`config.mk`:
```
export PLATFORM = sky130hd
export DESIGN_NAME = vga_avalon_fill_flat
export DESIGN_NICKNAME = d
export VERILOG_FILES = /design/src/rtl/vga_fill_pkg.sv /design/src/rtl/vga_avalon_fill_if.sv /design/src/rtl/vga_cmd_fifo.sv /design/src/rtl/vga_avalon_fill.sv /design/src/flat_wrapper.sv
export SDC_FILE = /design/constraint.sdc
export NUM_CORES = 1
export LEC_CHECK = 0
export ABC_AREA = 1
export CAP_MARGIN = 20
export CORE_AREA = 2 2 192 194
export CTS_CLUSTER_DIAMETER = 60
export DETAILED_ROUTE_END_ITERATION = 10
export DIE_AREA = 0 0 194 196
export HOLD_SLACK_MARGIN = 0.12
export PLACE_DENSITY = 0.87
export SYNTH_ARGS = -nofsm -noshare
export SYNTH_HDL_FRONTEND = slang
export SYNTH_HIERARCHICAL = 1
export SYNTH_SLANG_ARGS = --single-unit
```
`constraint.sdc`:
```
create_clock -name clk -period 7.89 [get_ports clk]
set_input_delay 2.367 -clock clk [delete_from_list [all_inputs] [get_ports clk]]
set_output_delay 2.367 -clock clk [all_outputs]
set_load 0.01 [all_outputs]
```
`src/rtl/vga_fill_pkg.sv`:
```
// Shared types and constants for the command-driven VGA plot engine.
package vga_fill_pkg;

  // Register word addresses
  localparam logic [3:0] ADDR_PLOT    = 4'd0;
  localparam logic [3:0] ADDR_XY0     = 4'd1;
  localparam logic [3:0] ADDR_XY1_GO  = 4'd2;
  localparam logic [3:0] ADDR_CLEAR   = 4'd3;
  localparam logic [3:0] ADDR_STATUS  = 4'd4;
  localparam logic [3:0] ADDR_ERR_CLR = 4'd5;

  // STATUS bit positions
  localparam int unsigned ST_BUSY_BIT  = 0;
  localparam int unsigned ST_FULL_BIT  = 1;
  localparam int unsigned ST_ERR_BIT   = 2;
  localparam int unsigned ST_COUNT_LSB = 8;

  // Widest colour the engine supports; narrower colours use the LSBs
  localparam int unsigned COLOUR_MAX_W = 16;

  typedef enum logic [0:0] {StIdle, StDraw} state_e;

  typedef struct packed {
    logic [7:0]              x0;
    logic [7:0]              y0;
    logic [7:0]              x1;
    logic [7:0]              y1;
    logic [COLOUR_MAX_W-1:0] colour;
  } cmd_t;

  function automatic logic [7:0] min8(input logic [7:0] a, input logic [7:0] b);
    return (a < b) ? a : b;
  endfunction

  function automatic logic [7:0] max8(input logic [7:0] a, input logic [7:0] b);
    return (a < b) ? b : a;
  endfunction

endpackage

```
`src/rtl/vga_avalon_fill_if.sv`:
```
// Avalon-MM slave bus plus pixel plot stream of the fill engine.
interface vga_avalon_fill_if #(
  parameter int unsigned COLOUR_W = 8
);
  logic [3:0]          address;
  logic                read;
  logic [31:0]         readdata;
  logic                write;
  logic [31:0]         writedata;
  logic                waitrequest;
  logic [7:0]          pix_x;
  logic [7:0]          pix_y;
  logic [COLOUR_W-1:0] pix_colour;
  logic                pix_plot;
  logic                pix_ready;

  modport slave (
    input  address, read, write, writedata, pix_ready,
    output readdata, waitrequest, pix_x, pix_y, pix_colour, pix_plot
  );

  modport master (
    output address, read, write, writedata, pix_ready,
    input  readdata, waitrequest, pix_x, pix_y, pix_colour, pix_plot
  );
endinterface

```
`src/rtl/vga_cmd_fifo.sv`:
```
// Small synchronous FIFO for queued draw commands; read data is show-ahead.
module vga_cmd_fifo #(
  parameter int unsigned Width = 48,
  parameter int unsigned Depth = 8,
  localparam int unsigned PtrW = $clog2(Depth),
  localparam int unsigned CntW = PtrW + 1
) (
  input  logic             clk,
  input  logic             reset,
  input  logic             push_i,
  input  logic [Width-1:0] wdata_i,
  input  logic             pop_i,
  output logic [Width-1:0] rdata_o,
  output logic             full_o,
  output logic             empty_o,
  output logic [CntW-1:0]  count_o
);

  logic [Width-1:0] mem_q [Depth];
  logic [PtrW-1:0]  wr_ptr_q, wr_ptr_d;
  logic [PtrW-1:0]  rd_ptr_q, rd_ptr_d;
  logic [CntW-1:0]  count_q, count_d;
  logic             do_push, do_pop;

  assign full_o  = (count_q == CntW'(Depth));
  assign empty_o = (count_q == '0);
  assign count_o = count_q;
  assign rdata_o = mem_q[rd_ptr_q];
  assign do_push = push_i & ~full_o;
  assign do_pop  = pop_i & ~empty_o;

  // Pointer and occupancy update; pointers wrap naturally (Depth is a power of two)
  always_comb begin
    wr_ptr_d = wr_ptr_q + PtrW'(do_push);
    rd_ptr_d = rd_ptr_q + PtrW'(do_pop);
    count_d  = count_q + CntW'(do_push) - CntW'(do_pop);
  end

  // Pointer/count state
  always_ff @(posedge clk or posedge reset) begin
    if (reset) begin
      wr_ptr_q <= '0;
      rd_ptr_q <= '0;
      count_q  <= '0;
    end else begin
      wr_ptr_q <= wr_ptr_d;
      rd_ptr_q <= rd_ptr_d;
      count_q  <= count_d;
    end
  end

  // Storage array, no reset needed
  always_ff @(posedge clk) begin
    if (do_push) mem_q[wr_ptr_q] <= wdata_i;
  end

endmodule

```
`src/rtl/vga_avalon_fill.sv`:
```
// Avalon-MM command front end and raster plot engine for the VGA framebuffer.
module vga_avalon_fill
  import vga_fill_pkg::*;
#(
  parameter int unsigned H_RES      = 160,
  parameter int unsigned V_RES      = 120,
  parameter int unsigned COLOUR_W   = 8,
  parameter int unsigned FIFO_DEPTH = 8
) (
  input logic              clk,
  input logic              reset,
  vga_avalon_fill_if.slave bus
);

  localparam int unsigned CntW = $clog2(FIFO_DEPTH) + 1;

  logic [7:0]              wx, wy;
  logic [COLOUR_MAX_W-1:0] wcol;
  logic                    in_range, is_cmd_addr, wr_acc;
  logic                    fifo_push, fifo_pop, fifo_full, fifo_empty;
  logic [CntW-1:0]         fifo_count;
  cmd_t                    push_cmd, fifo_rdata;
  logic [7:0]              sx_q, sx_d, sy_q, sy_d;
  logic                    err_q, err_d, err_set, err_clr;
  state_e                  state_q, state_d;
  logic [7:0]              cx_q, cx_d, cy_q, cy_d;
  logic [7:0]              x0_q, x0_d, x1_q, x1_d, y1_q, y1_d;
  logic [COLOUR_W-1:0]     col_q, col_d;
  logic                    busy;
  logic                    unused_sig;

  assign wx          = bus.writedata[23:16];
  assign wy          = bus.writedata[31:24];
  assign wcol        = COLOUR_MAX_W'(bus.writedata[COLOUR_W-1:0]);
  assign in_range    = ({1'b0, wx} < 9'(H_RES)) && ({1'b0, wy} < 9'(V_RES));
  assign is_cmd_addr = (bus.address == ADDR_PLOT) || (bus.address == ADDR_XY1_GO) ||
                       (bus.address == ADDR_CLEAR);
  // Stall is purely the current full flag; a same-cycle pop does not help
  assign bus.waitrequest = bus.write & is_cmd_addr & fifo_full;
  assign wr_acc          = bus.write & ~bus.waitrequest;
  assign busy            = (state_q == StDraw) | ~fifo_empty;
  assign unused_sig      = ^{bus.writedata[15:0], fifo_rdata.colour};

  vga_cmd_fifo #(
    .Width($bits(cmd_t)),
    .Depth(FIFO_DEPTH)
  ) u_fifo (
    .clk    (clk),
    .reset  (reset),
    .push_i (fifo_push),
    .wdata_i(push_cmd),
    .pop_i  (fifo_pop),
    .rdata_o(fifo_rdata),
    .full_o (fifo_full),
    .empty_o(fifo_empty),
    .count_o(fifo_count)
  );

  // Register write decode, range check and corner normalisation
  always_comb begin
    fifo_push = 1'b0;
    push_cmd  = '0;
    sx_d      = sx_q;
    sy_d      = sy_q;
    err_set   = 1'b0;
    err_clr   = 1'b0;
    if (wr_acc) begin
      case (bus.address)
        ADDR_PLOT: begin
          if (in_range) begin
            fifo_push = 1'b1;
            push_cmd  = '{x0: wx, y0: wy, x1: wx, y1: wy, colour: wcol};
          end else begin
            err_set = 1'b1;
          end
        end
        ADDR_XY0: begin
          if (in_range) begin
            sx_d = wx;
            sy_d = wy;
          end else begin
            err_set = 1'b1;
          end
        end
        ADDR_XY1_GO: begin
          if (in_range) begin
            fifo_push = 1'b1;
            push_cmd  = '{x0: min8(sx_q, wx), y0: min8(sy_q, wy),
                          x1: max8(sx_q, wx), y1: max8(sy_q, wy), colour: wcol};
          end else begin
            err_set = 1'b1;
          end
        end
        ADDR_CLEAR: begin
          fifo_push = 1'b1;
          push_cmd  = '{x0: 8'd0, y0: 8'd0, x1: 8'(H_RES - 1), y1: 8'(V_RES - 1), colour: wcol};
        end
        ADDR_ERR_CLR: err_clr = 1'b1;
        default: ;
      endcase
    end
    // Set wins over a simultaneous clear
    err_d = err_set | (err_q & ~err_clr);
  end

  // Zero-latency STATUS read; everything else reads zero
  always_comb begin
    bus.readdata = '0;
    if (bus.read && (bus.address == ADDR_STATUS)) begin
      bus.readdata[ST_BUSY_BIT]          = busy;
      bus.readdata[ST_FULL_BIT]          = fifo_full;
      bus.readdata[ST_ERR_BIT]           = err_q;
      bus.readdata[ST_COUNT_LSB +: 8]    = 8'(fifo_count);
    end
  end

  // State register for FSM, datapath and control registers
  always_ff @(posedge clk or posedge reset) begin
    if (reset) begin
      state_q <= StIdle;
      cx_q    <= '0;
      cy_q    <= '0;
      x0_q    <= '0;
      x1_q    <= '0;
      y1_q    <= '0;
      col_q   <= '0;
      sx_q    <= '0;
      sy_q    <= '0;
      err_q   <= 1'b0;
    end else begin
      state_q <= state_d;
      cx_q    <= cx_d;
      cy_q    <= cy_d;
      x0_q    <= x0_d;
      x1_q    <= x1_d;
      y1_q    <= y1_d;
      col_q   <= col_d;
      sx_q    <= sx_d;
      sy_q    <= sy_d;
      err_q   <= err_d;
    end
  end

  // Rasteriser next state: load a command in IDLE, walk it row-major in DRAW
  always_comb begin
    state_d  = state_q;
    cx_d     = cx_q;
    cy_d     = cy_q;
    x0_d     = x0_q;
    x1_d     = x1_q;
    y1_d     = y1_q;
    col_d    = col_q;
    fifo_pop = 1'b0;
    unique case (state_q)
      StIdle: begin
        if (!fifo_empty) begin
          fifo_pop = 1'b1;
          cx_d     = fifo_rdata.x0;
          cy_d     = fifo_rdata.y0;
          x0_d     = fifo_rdata.x0;
          x1_d     = fifo_rdata.x1;
          y1_d     = fifo_rdata.y1;
          col_d    = fifo_rdata.colour[COLOUR_W-1:0];
          state_d  = StDraw;
        end
      end
      StDraw: begin
        if (bus.pix_ready) begin
          if (cx_q != x1_q) begin
            cx_d = cx_q + 8'd1;
          end else begin
            cx_d = x0_q;
            if (cy_q != y1_q) cy_d = cy_q + 8'd1;
            else              state_d = StIdle;
          end
        end
      end
      default: state_d = StIdle;
    endcase
  end

  // Pixel stream outputs, held stable while the sink stalls
  always_comb begin
    bus.pix_plot   = (state_q == StDraw);
    bus.pix_x      = cx_q;
    bus.pix_y      = cy_q;
    bus.pix_colour = col_q;
  end

endmodule

```
`src/flat_wrapper.sv`:
```
// flat-port wrapper written by rule: the top's interface ports become plain ports
module vga_avalon_fill_flat import vga_fill_pkg::*;
#(
  parameter int unsigned H_RES      = 160,
  parameter int unsigned V_RES      = 120,
  parameter int unsigned COLOUR_W   = 8,
  parameter int unsigned FIFO_DEPTH = 8
)
  (clk, reset, bus_address, bus_read, bus_write, bus_writedata, bus_pix_ready, bus_readdata, bus_waitrequest, bus_pix_x, bus_pix_y, bus_pix_colour, bus_pix_plot);
  vga_avalon_fill_if #(.COLOUR_W(COLOUR_W)) bus_i ();
  input logic clk;
  input logic reset;
  input wire logic [$bits(bus_i.address)-1:0] bus_address;
  input wire logic [$bits(bus_i.read)-1:0] bus_read;
  input wire logic [$bits(bus_i.write)-1:0] bus_write;
  input wire logic [$bits(bus_i.writedata)-1:0] bus_writedata;
  input wire logic [$bits(bus_i.pix_ready)-1:0] bus_pix_ready;
  output wire logic [$bits(bus_i.readdata)-1:0] bus_readdata;
  output wire logic [$bits(bus_i.waitrequest)-1:0] bus_waitrequest;
  output wire logic [$bits(bus_i.pix_x)-1:0] bus_pix_x;
  output wire logic [$bits(bus_i.pix_y)-1:0] bus_pix_y;
  output wire logic [$bits(bus_i.pix_colour)-1:0] bus_pix_colour;
  output wire logic [$bits(bus_i.pix_plot)-1:0] bus_pix_plot;
  assign bus_i.address = bus_address;
  assign bus_i.read = bus_read;
  assign bus_i.write = bus_write;
  assign bus_i.writedata = bus_writedata;
  assign bus_i.pix_ready = bus_pix_ready;
  assign bus_readdata = bus_i.readdata;
  assign bus_waitrequest = bus_i.waitrequest;
  assign bus_pix_x = bus_i.pix_x;
  assign bus_pix_y = bus_i.pix_y;
  assign bus_pix_colour = bus_i.pix_colour;
  assign bus_pix_plot = bus_i.pix_plot;
  vga_avalon_fill #(.H_RES(H_RES), .V_RES(V_RES), .COLOUR_W(COLOUR_W), .FIFO_DEPTH(FIFO_DEPTH)) u_core (.clk(clk), .reset(reset), .bus(bus_i));
endmodule
```
# Word level (Yosys, flattened, before mapping)
# Memory sizes are Yosys's and may differ from the RTL's.
# Index checks and enable logic that the tools add are counted.
[classes]
add_sub_neg = 6
n_lt_le_gt_ge = 4
eq_ne = 12
mux = 35
bitwise_logic = 13
n_reduce_logical = 12
[ops]
columns = ["cell", "n"]
rows = [
  ["two-way mux 48 bit", 3],
  ["case mux 48 bit (3 select lines)", 1],
  ["two-way mux 8 bit", 11],
  ["case mux 8 bit (2 select lines)", 2],
  ["adder 8 x 1 -> 8 bit, second input constant", 2],
  ["less-than comparator 8 bit", 2],
  ["!= test 8 bit", 2],
  ["two-way mux 1 bit", 14],
  ["equality test 4 x 2 -> 1 bit, second input constant", 2],
  ["equality test 4 x 3 -> 1 bit, second input constant", 2],
  ["zero test 4 bit", 2],
  ["less-than comparator 8 x 7 -> 1 bit, second input constant", 1],
  ["less-than comparator 8 bit, second input constant", 1],
  ["!= test 2 bit, second input constant", 4],
  ["adder 3 x 1 -> 3 bit", 2],
  ["bitwise AND 1 bit", 6],
  ["inverter 1 bit", 5],
  ["adder 4 x 1 -> 4 bit", 1],
  ["equality test 4 x 1 -> 1 bit, second input constant", 1],
  ["equality test 4 bit, second input constant", 1],
  ["two-way mux 4 bit", 1],
  ["case mux 1 bit (2 select lines)", 2],
  ["AND reduction 2 bit", 2],
  ["AND reduction 4 bit", 1],
  ["8 further kinds", 11],
]
[totals]
reg_bits = 76
mem_bits_rw = 384
inputBits = 41
output_inout_bits = 58
elab_cells = 96
memories = 1
[mem_list]
columns = ["name", "depth", "word_bits", "read_ports", "rd_ports_with_merged_regs", "wr", "line", "text"]
rows = [
  ["u_core.u_fifo.mem_q", 8, 48, 1, 0, 1, "vga_cmd_fifo.sv:19", "logic [Width-1:0] mem_q [Depth];"],
]

# Longest topological paths before layout
# Gate-level depths: netlist of run 1.
[logic_depth]
depth_word = 11
mapped_depth = 15
depth_no_buf = 14

# Hierarchy
# The synthesis of run 1 kept the hierarchy.
[modules_own_cells]
columns = ["mod", "instances", "cells_each", "area_each_um2", "seq_area_each_um2"]
rows = [
  ["vga_cmd_fifo", 1, 1721, 17219.0, 11781.3],
  ["vga_avalon_fill", 1, 737, 4869.7, 1651.6],
]

# Least setup slack after synthesis of run 1
# Ideal clock, no wire load.
[synth_timing]
path_type = "input to register"
from = "in bus_address[3]"
to = "mem u_core.u_fifo.mem_q[6][0], enable pin"
setup_time_ps = 513
arrival_ps = 6427
required_ps = 7377
slack_ps = 950
cell_stages = 7
path_buffers = 0
cell_sequence = "nor2_2 > inv_2 > nor2_2 > inv_2 > a21oi_1 > o21ai_2 > nor3_1"
[synth_via]
elab_chain_cells = 11
word_cells_on_any_way = 15
cone_classes = "eq/ne: 2; mux: 4; bitwise: 5; reduce/logical: 4"
[synth_lines]
columns = ["element", "line", "text"]
rows = [
  ["start: declaration", "flat_wrapper.sv:13", "input wire logic [$bits(bus_i.address)-1:0] bus_address;"],
  ["equality test 4 x 2 -> 1 bit or zero test 4 bit (tied branches)", "vga_avalon_fill.sv:36, vga_avalon_fill.sv:68", ""],
  ["logical OR 1 bit (2 in a row)", "vga_avalon_fill.sv:36", "assign is_cmd_addr = (bus.address == ADDR_PLOT) || (bus.address == ADDR_XY1_GO) ||"],
  ["bitwise AND 1 bit (2 in a row)", "vga_avalon_fill.sv:39", "assign bus.waitrequest = bus.write & is_cmd_addr & fifo_full;"],
  ["inverter 1 bit", "vga_avalon_fill.sv:40", "assign wr_acc = bus.write & ~bus.waitrequest;"],
  ["bitwise AND 1 bit", "vga_avalon_fill.sv:40", ""],
  ["two-way mux 1 bit *", "vga_avalon_fill.sv:67", "if (wr_acc) begin"],
  ["via u_core.fifo_push", "vga_avalon_fill.sv:20", "logic fifo_push, fifo_pop, fifo_full, fifo_empty;"],
  ["bitwise AND 1 bit *", "vga_cmd_fifo.sv:29", "assign do_push = push_i & ~full_o;"],
  ["two-way mux 1 bit *", "vga_cmd_fifo.sv:54", "if (do_push) mem_q[wr_ptr_q] <= wdata_i;"],
  ["two-way mux 1 bit (implied by the code) *", "vga_cmd_fifo.sv:54", ""],
  ["end: declaration", "vga_cmd_fifo.sv:19", ""],
]
# Mark *: on every way through the listed nets, which the timed path passes. The rest lies on a longest branch.

# Final worst setup path of run 1
[layout_timing]
from = "in bus_address[1]"
to = "out bus_readdata[11]"
[layout_via]
elab_chain_cells = 3
[layout_lines]
columns = ["element", "line", "text"]
rows = [
  ["equality test 4 x 3 -> 1 bit", "vga_avalon_fill.sv:109", "if (bus.read && (bus.address == ADDR_STATUS)) begin"],
  ["logical AND 1 bit", "vga_avalon_fill.sv:109", ""],
  ["two-way mux 4 bit", "vga_avalon_fill.sv:109", ""],
  ["end: declaration", "flat_wrapper.sv:18", "output wire logic [$bits(bus_i.readdata)-1:0] bus_readdata;"],
]
# Every way passes these cells.

==> flow_summary.html, run 1 <==
<table>
<tr><th>Metric</th><th>Value</th></tr>
<tr><th colspan="2">Timing</th></tr>
<tr><td>Max_slew headroom</td><td>0.257</td></tr>
<tr><td>Setup slack after layout</td><td>between 1.5 and 2 ns</td></tr>
<tr><td>Final critical-path share of the clock period</td><td>0.801</td></tr>
<tr><td>Fmax</td><td>approximately 0.16 GHz</td></tr>
<tr><td>Minimum period implied by the final worst setup slack</td><td>around 6.3 ns</td></tr>
<tr><td>Slew @ Worst Pin</td><td>1.11 ns</td></tr>
<tr><td>Final hold viol count</td><td>0</td></tr>
<tr><td>Endpoints failing setup</td><td>0</td></tr>
<tr><td>Setup repair after global routing missed its margin</td><td>false</td></tr>
<tr><td>Slew Viols, Final</td><td>0</td></tr>
<tr><td>Post-route setup TNS</td><td>0 ns</td></tr>
<tr><td>Worst clock skew</td><td>~0.022 ns</td></tr>
<tr><th colspan="2">Floorplan</th></tr>
<tr><td>Number of top-level pins</td><td>99</td></tr>
<tr><td>CORE AREA</td><td>0.0361 sq mm</td></tr>
<tr><td>Initial Utilization</td><td>0.537</td></tr>
<tr><td>Die area</td><td>0.0380 sq mm</td></tr>
<tr><td>Die W</td><td>just under 200 um</td></tr>
<tr><td>Die H</td><td>about 200 um</td></tr>
<tr><td>Total number of placement rows</td><td>70</td></tr>
<tr><th colspan="2">Setup path</th></tr>
<tr><td>Worst setup slack for register-to-register paths</td><td>4.35 ns</td></tr>
<tr><td>R2r endpoint</td><td>u_core/u_fifo/count_o[2]</td></tr>
<tr><td>Standard cell with the maximum stage delay on the critical path</td><td>sky130_fd_sc_hd__clkdlybuf4s50_1</td></tr>
<tr><td>Largest delay contributor family on the critical path</td><td>buffers and inverters</td></tr>
<tr><td>Worst reg2reg path startpoint</td><td>u_core/u_fifo/count_o[2]</td></tr>
<tr><td>Critical Path Start</td><td>bus_address[1]</td></tr>
<tr><td>Maximum fanout along the worst path</td><td>7</td></tr>
<tr><td>Crit Path Category</td><td>in -&gt; out</td></tr>
<tr><td>Buffers &amp; Inverters on Critical Path</td><td>2</td></tr>
<tr><td>Largest incremental delay on the critical path</td><td>0.56 ns</td></tr>
<tr><td>Arrival @ worst endpoint</td><td>3.95 ns</td></tr>
<tr><td>Worst Setup End Kind</td><td>primary output</td></tr>
<tr><td>WP depth</td><td>5</td></tr>
<tr><td>Number of cells on the worst reg-to-reg path</td><td>13</td></tr>
<tr><td>Ordered cell list for the critical path</td><td>clkdlybuf4s50_1 -&gt; nor2_1 -&gt; nand3_1 -&gt; nor2_1 -&gt; clkdlybuf4s50_1</td></tr>
<tr><td>End of the critical path</td><td>bus_readdata[11]</td></tr>
<tr><td>Required time of the worst setup path</td><td>5.52 ns</td></tr>
<tr><td>Startpoint type of the worst setup path</td><td>primary input</td></tr>
<tr><th colspan="2">Pwr</th></tr>
<tr><td>Power after layout</td><td>about 4800 uW</td></tr>
<tr><td>Static leakage</td><td>0.0100 uW</td></tr>
<tr><td>Power Density</td><td>222 mW/mm^2</td></tr>
<tr><td>Worst ir drop on vdd</td><td>200 uV</td></tr>
<tr><th colspan="2">Clock network</th></tr>
<tr><td>Clock latency on the worst-skew pair</td><td>0.53 ns</td></tr>
<tr><td>Buffer cell driving the clock tree root</td><td>sky130_fd_sc_hd__clkbuf_16</td></tr>
<tr><td>Clock buffer count from CTS</td><td>41</td></tr>
<tr><td>Number of buffers added to fix hold violations after cts</td><td>0</td></tr>
<tr><td>TritonCTS clock tree</td><td>yes</td></tr>
<tr><td>Clk buf depth</td><td>3</td></tr>
<tr><td>Clock-pin slew of the registers on the worst-case setup and hold paths</td><td>around 0.060 ns</td></tr>
<tr><td>Maximum level of the CTS H-tree</td><td>2</td></tr>
<tr><td>Number of sinks on the clock net</td><td>approximately 400</td></tr>
<tr><td>Post-CTS repair timing setup buffer count</td><td>0</td></tr>
<tr><td>Number of gates given a new drive strength after cts</td><td>0</td></tr>
<tr><th colspan="2">Place</th></tr>
<tr><td>Place WS</td><td>1.55 ns</td></tr>
<tr><td>Global placement routability congestion</td><td>0.859</td></tr>
<tr><td>Number of buffers added on ports</td><td>65</td></tr>
<tr><td>Half-perimeter wire length after placement</td><td>roughly 27000 um</td></tr>
<tr><td>Area of placed instances</td><td>0.0202 sq mm</td></tr>
<tr><th colspan="2">Route</th></tr>
<tr><td>Remaining antenna violation count</td><td>0</td></tr>
<tr><td>Final WL</td><td>46700 um</td></tr>
<tr><td>Drt drc</td><td>0</td></tr>
<tr><td>First-pass detailed-route iteration total</td><td>9</td></tr>
<tr><td>Wire per inst</td><td>roughly 17 um</td></tr>
<tr><td>First-iteration detailed-routing DRC count</td><td>approximately 1900</td></tr>
<tr><td>DR vias</td><td>15000</td></tr>
<tr><td>Per-cell via count in the routed design</td><td>5.53</td></tr>
<tr><th colspan="2">Final layout</th></tr>
<tr><td>Final net count</td><td>approximately 2300</td></tr>
<tr><td>Most common library cell in the layout ignoring fill and taps</td><td>sky130_fd_sc_hd__nand2_1</td></tr>
<tr><td>Proportion of layout cells with a drive suffix above 1</td><td>0.0526</td></tr>
<tr><td>Post-route cell area</td><td>0.0215 sq mm</td></tr>
<tr><td>Diode insertion count for antenna repair</td><td>0</td></tr>
<tr><td>Highest-count cells in the layout ignoring fill and taps</td><td>733 x sky130_fd_sc_hd__nand2_1, 410 x sky130_fd_sc_hd__inv_1, 320 x sky130_fd_sc_hd__edfxtp_1</td></tr>
<tr><td>Util after Layout</td><td>0.597</td></tr>
<tr><td>Fillers</td><td>2743</td></tr>
<tr><td>Layout area overhead</td><td>11.1%</td></tr>
<tr><th colspan="2">Global routing</th></tr>
<tr><td>Wire length of the first global-routing pass</td><td>73800 um</td></tr>
<tr><td>Vias in the first global route</td><td>14900</td></tr>
<tr><td>Combined global-route utilization of all metal layers</td><td>0.245</td></tr>
<tr><td>Pin count of the biggest net entering global routing</td><td>98</td></tr>
<tr><td>Total global routing overflow</td><td>0</td></tr>
<tr><td>Initial antenna violation count</td><td>1</td></tr>
<tr><th colspan="2">Synthesis</th></tr>
<tr><td>Mapped Area</td><td>0.0194 sq mm</td></tr>
<tr><td>Cells after Synth</td><td>roughly 2200</td></tr>
<tr><td>Warnings from Yosys</td><td>6</td></tr>
<tr><td>Post-Syn Area per Cell</td><td>8.83 sq um</td></tr>
<tr><th colspan="2">Flow run</th></tr>
<tr><td>Max cap viols</td><td>0</td></tr>
<tr><th colspan="2">Run status</th></tr>
<tr><td>Result of the run</td><td>completed</td></tr>
<tr><th colspan="2">Hold path</th></tr>
<tr><td>Hold Path Class</td><td>reg -&gt; reg</td></tr>
</table>
## power breakdown
group	total [uW]	internal, uW	switching (uW)	leakage, uW
Combinational	503	184	319	0.00543
Clock	1890	1130	757	0.000636
Sequential	2390	2320	74.9	0.00396
Total	4790	3640	1150	0.0100
## per-stage QoR
step,cells,hold slack (ns)
5_1_grt,2711,0.503
3_5_place_dp,2636,0.459
6_report,2711,0.472
2_1_floorplan,2218,0.442
3_3_place_gp,2636,0.454
4_1_cts,2709,0.473
## registers in the layout, indices dropped and copies added, names as in the netlist
signal,count
u_core/u_fifo/mem_q,320
u_core/bus.pix_colour,8
u_core/bus.pix_x,8
u_core/bus.pix_y,8
u_core/sx_q,8
u_core/sy_q,8
u_core/x0_q,8
u_core/x1_q,8
u_core/y1_q,8
u_core/u_fifo/count_o,4
u_core/u_fifo/rd_ptr_q,3
u_core/u_fifo/wr_ptr_q,3
u_core/bus.pix_plot,1
u_core/err_q,1
## per-layer routing
| layer | vias to the layer above | routed length [um] | track usage |
|---|---|---|---|
| met2 | 1016 | 22400 | 0.418 |
| met4 | 0 | 1400 | 0.0954 |
| met5 | - | 0 | 0 |
| met1 | 6951 | 17600 | 0.312 |
| li1 | 6862 | - | - |
| met3 | 161 | 5370 | 0.0440 |
## worst reg2reg max path, delay by kind of cell, from the launching register on
family	cells	cell delay, ns
AND/OR/NAND/NOR	3	0.72
XOR/XNOR	1	0.18
flip-flops	1	0.34
AO/OA/AOI/OAI	2	0.81
adder cells (fa/ha/maj)	4	1.17
buffers and inverters	3	0.21
## worst min-delay path by stage
stage                         from             end  cells after the start
global placement    u_core/x0_q[1]  u_core/x0_q[1]                      2
CTS                 u_core/x0_q[1]  u_core/x0_q[1]                      2
floorplan           u_core/x0_q[1]  u_core/x0_q[1]                      2
finish              u_core/x0_q[0]  u_core/x0_q[0]                      2
global route        u_core/x0_q[0]  u_core/x0_q[0]                      2
detailed placement  u_core/x0_q[1]  u_core/x0_q[1]                      2
## final cells by class
type                       instances  area, sq um  area share
clock buffer                      52         1090      0.0505
clock inverter                    21          219      0.0102
inverter                         433         1630      0.0757
multi-input combinational       1258         5690       0.264
sequential                       396        11500       0.535
tap                              468          586      0.0272
timing repair buffer              83          801      0.0372
Power figures use the tool's default switching activity.
==> inputs of run 2 (changes only) <==
clock period = 6.25 ns   (was 7.89 ns; I/O delays follow)
==> flow_summary.html, run 2 (synthesis gave the netlist of run 1 again) <==
<table>
<tr><th>Metric</th><th>Value</th></tr>
<tr><th colspan="2">Route</th></tr>
<tr><td>Final WL</td><td>47000 um</td></tr>
<tr><td>DR vias</td><td>14900</td></tr>
<tr><td>Remaining antenna violation count</td><td>0</td></tr>
<tr><td>First-iteration detailed-routing DRC count</td><td>2032</td></tr>
<tr><td>Drt drc</td><td>0</td></tr>
<tr><td>Per-cell via count in the routed design</td><td>5.47</td></tr>
<tr><td>Wire per inst</td><td>between 15 and 20 um</td></tr>
<tr><td>First-pass detailed-route iteration total</td><td>6</td></tr>
<tr><th colspan="2">Clock network</th></tr>
<tr><td>Clock-pin slew of the registers on the worst-case setup and hold paths</td><td>around 0.060 ns</td></tr>
<tr><td>Maximum level of the CTS H-tree</td><td>2</td></tr>
<tr><td>Clk buf depth</td><td>3</td></tr>
<tr><td>Number of buffers added to fix hold violations after cts</td><td>0</td></tr>
<tr><td>Number of gates given a new drive strength after cts</td><td>0</td></tr>
<tr><td>Post-CTS repair timing setup buffer count</td><td>0</td></tr>
<tr><td>Clock latency on the worst-skew pair</td><td>0.55 ns</td></tr>
<tr><td>Buffer cell driving the clock tree root</td><td>sky130_fd_sc_hd__clkbuf_16</td></tr>
<tr><td>Clock buffer count from CTS</td><td>between 40 and 50</td></tr>
<tr><td>Number of sinks on the clock net</td><td>396</td></tr>
<tr><td>TritonCTS clock tree</td><td>yes</td></tr>
<tr><th colspan="2">Timing</th></tr>
<tr><td>Setup slack after layout</td><td>0.910 ns</td></tr>
<tr><td>Slew @ Worst Pin</td><td>1.09 ns</td></tr>
<tr><td>Endpoints failing setup</td><td>0</td></tr>
<tr><td>Worst clock skew</td><td>0.0234 ns</td></tr>
<tr><td>Post-route setup TNS</td><td>0 ns</td></tr>
<tr><td>Max_slew headroom</td><td>0.274</td></tr>
<tr><td>Slew Viols, Final</td><td>0</td></tr>
<tr><td>Final hold viol count</td><td>0</td></tr>
<tr><td>Setup repair after global routing missed its margin</td><td>false</td></tr>
<tr><td>Fmax</td><td>0.187 GHz</td></tr>
<tr><td>Minimum period implied by the final worst setup slack</td><td>5.34 ns</td></tr>
<tr><td>Final critical-path share of the clock period</td><td>0.854</td></tr>
<tr><th colspan="2">Global routing</th></tr>
<tr><td>Wire length of the first global-routing pass</td><td>74600 um</td></tr>
<tr><td>Vias in the first global route</td><td>14700</td></tr>
<tr><td>Total global routing overflow</td><td>0</td></tr>
<tr><td>Pin count of the biggest net entering global routing</td><td>102</td></tr>
<tr><td>Initial antenna violation count</td><td>1</td></tr>
<tr><td>Combined global-route utilization of all metal layers</td><td>0.246</td></tr>
<tr><th colspan="2">Final layout</th></tr>
<tr><td>Highest-count cells in the layout ignoring fill and taps</td><td>733 x sky130_fd_sc_hd__nand2_1, 410 x sky130_fd_sc_hd__inv_1, 320 x sky130_fd_sc_hd__edfxtp_1</td></tr>
<tr><td>Final instance count without filler cells</td><td>between 2000 and 3000</td></tr>
<tr><td>Diode insertion count for antenna repair</td><td>0</td></tr>
<tr><td>Final net count</td><td>2283</td></tr>
<tr><td>Layout area overhead</td><td>11.5%</td></tr>
<tr><td>Fillers</td><td>~2700</td></tr>
<tr><td>Flip-flop count of the largest register, all copies and words added</td><td>320</td></tr>
<tr><td>Register name with the most flops</td><td>u_core/u_fifo/mem_q</td></tr>
<tr><td>Most common library cell in the layout ignoring fill and taps</td><td>sky130_fd_sc_hd__nand2_1</td></tr>
<tr><td>Post-route cell area</td><td>approximately 0.022 sq mm</td></tr>
<tr><td>Proportion of layout cells with a drive suffix above 1</td><td>0.0583</td></tr>
<tr><th colspan="2">Hold path</th></tr>
<tr><td>Number of cells traversed by the worst hold path</td><td>2</td></tr>
<tr><td>Hold Path Class</td><td>reg -&gt; reg</td></tr>
<tr><th colspan="2">Place</th></tr>
<tr><td>Half-perimeter wire length after placement</td><td>27400 um</td></tr>
<tr><td>Global placement routability congestion</td><td>0.844</td></tr>
<tr><td>Cell total after placement</td><td>2639</td></tr>
<tr><td>Place WS</td><td>roughly 0.9 ns</td></tr>
<tr><td>Area of placed instances</td><td>roughly 0.02 sq mm</td></tr>
<tr><td>Number of buffers added on ports</td><td>65</td></tr>
<tr><th colspan="2">Pwr</th></tr>
<tr><td>Net switching fraction of the power</td><td>0.244</td></tr>
<tr><td>Relative contribution of combinational cells to total power</td><td>0.104</td></tr>
<tr><td>Static leakage</td><td>0.0101 uW</td></tr>
<tr><td>Worst ir drop on vdd</td><td>237 uV</td></tr>
<tr><td>Clock group share of total power</td><td>0.402</td></tr>
<tr><td>Power Density</td><td>283 mW/mm^2</td></tr>
<tr><td>Psw</td><td>1490 uW</td></tr>
<tr><td>Register share of total power</td><td>0.494</td></tr>
<tr><td>Internal power</td><td>4630 uW</td></tr>
<tr><th colspan="2">Setup path</th></tr>
<tr><td>Crit Path Category</td><td>in -&gt; out</td></tr>
<tr><td>Arrival @ worst endpoint</td><td>3.47 ns</td></tr>
<tr><td>Number of cells on the worst reg-to-reg path</td><td>9</td></tr>
<tr><td>Startpoint type of the worst setup path</td><td>primary input</td></tr>
<tr><td>Worst Setup End Kind</td><td>primary output</td></tr>
<tr><td>Required time of the worst setup path</td><td>4.38 ns</td></tr>
<tr><td>Maximum fanout along the worst path</td><td>7</td></tr>
<tr><th colspan="2">Floorplan</th></tr>
<tr><td>Initial Utilization</td><td>0.537</td></tr>
<tr><td>Total number of placement rows</td><td>70</td></tr>
<tr><td>Die area</td><td>0.0380 sq mm</td></tr>
<tr><td>Die H</td><td>196 um</td></tr>
<tr><td>CORE AREA</td><td>0.0361 sq mm</td></tr>
<tr><td>Die W</td><td>194 um</td></tr>
<tr><td>Number of top-level pins</td><td>between 90 and 100</td></tr>
<tr><th colspan="2">Flow run</th></tr>
<tr><td>Max cap viols</td><td>0</td></tr>
<tr><th colspan="2">Run status</th></tr>
<tr><td>Result of the run</td><td>completed</td></tr>
</table>
run 2: cell types whose count changed in the layout (fill, tap and decap cells not counted):
cell                        previous run  this run
sky130_fd_sc_hd__clkbuf_8              2         4
sky130_fd_sc_hd__clkbuf_1              9         7
sky130_fd_sc_hd__buf_8                 2         0
sky130_fd_sc_hd__buf_4                16        19
sky130_fd_sc_hd__buf_16                0         1
sky130_fd_sc_hd__bufinv_16             5         4
sky130_fd_sc_hd__clkinv_1             12         6
sky130_fd_sc_hd__clkbuf_16            41        43
sky130_fd_sc_hd__clkinv_2              5        12
sky130_fd_sc_hd__inv_6                 1         2
run 2: final timing paths:
kind                            slack (ns)                       end                 startpoint
worst max-delay path                  0.91           bus_readdata[1]             bus_address[1]
worst min-delay path                  0.48  u_core/bus.pix_colour[3]   u_core/bus.pix_colour[3]
worst max register to register        2.75       u_core/bus.pix_x[7]  u_core/u_fifo/rd_ptr_q[0]
worst min register to register        0.48  u_core/bus.pix_colour[3]   u_core/bus.pix_colour[3]
max in group asynchronous             3.47  u_core/bus.pix_colour[7]                      reset
min in group asynchronous             1.74  u_core/u_fifo/count_o[0]                      reset
run 2: per-stage QoR:
stage / util / hold slack, ns / power (uW)
finish: 0.599 / 0.483 / 6120
CTS: 0.598 / 0.485 / 6130
global placement: 0.560 / 0.453 / 3660
detailed placement: 0.560 / 0.469 / 3700
global route: 0.599 / 0.494 / 6340
floorplan: - / 0.442 / 3490
run 2: power groups by stage:
stage,combinational [uW],clock (uW),sequential (uW)
floorplan,438,0,3060
global placement,588,0,3070
detailed placement,625,0,3080
CTS,632,2470,3020
global route,718,2590,3030
finish,639,2460,3020
run 2: layout make-up:
class / instances / area (sq um) / area share
Sequential cell: 396 / 11500 / 0.533
Multi-Input combinational cell: 1258 / 5690 / 0.263
Inverter: 433 / 1630 / 0.0754
Clock buffer: 54 / 1160 / 0.0536
Timing Repair Buffer: 85 / 821 / 0.0380
Tap cell: 468 / 586 / 0.0271
Clock inverter: 22 / 210 / 0.00973
run 2: critical path, stage by stage:
cell and delay, ns:
sky130_fd_sc_hd__clkdlybuf4s50_1 0.46, sky130_fd_sc_hd__nor2_1 0.17, sky130_fd_sc_hd__nand3_1 0.25, sky130_fd_sc_hd__nor2_1 0.16, sky130_fd_sc_hd__clkdlybuf4s50_1 0.55
run 2: per-layer routing:
layer | up-vias | track usage | part of all wire
met5 | - | 0 | 0.00026
met4 | 2 | 0.0923 | 0.029
met2 | 981 | 0.414 | 0.48
met3 | 140 | 0.0376 | 0.12
met1 | 6874 | 0.326 | 0.38
li1 | 6870 | - | -
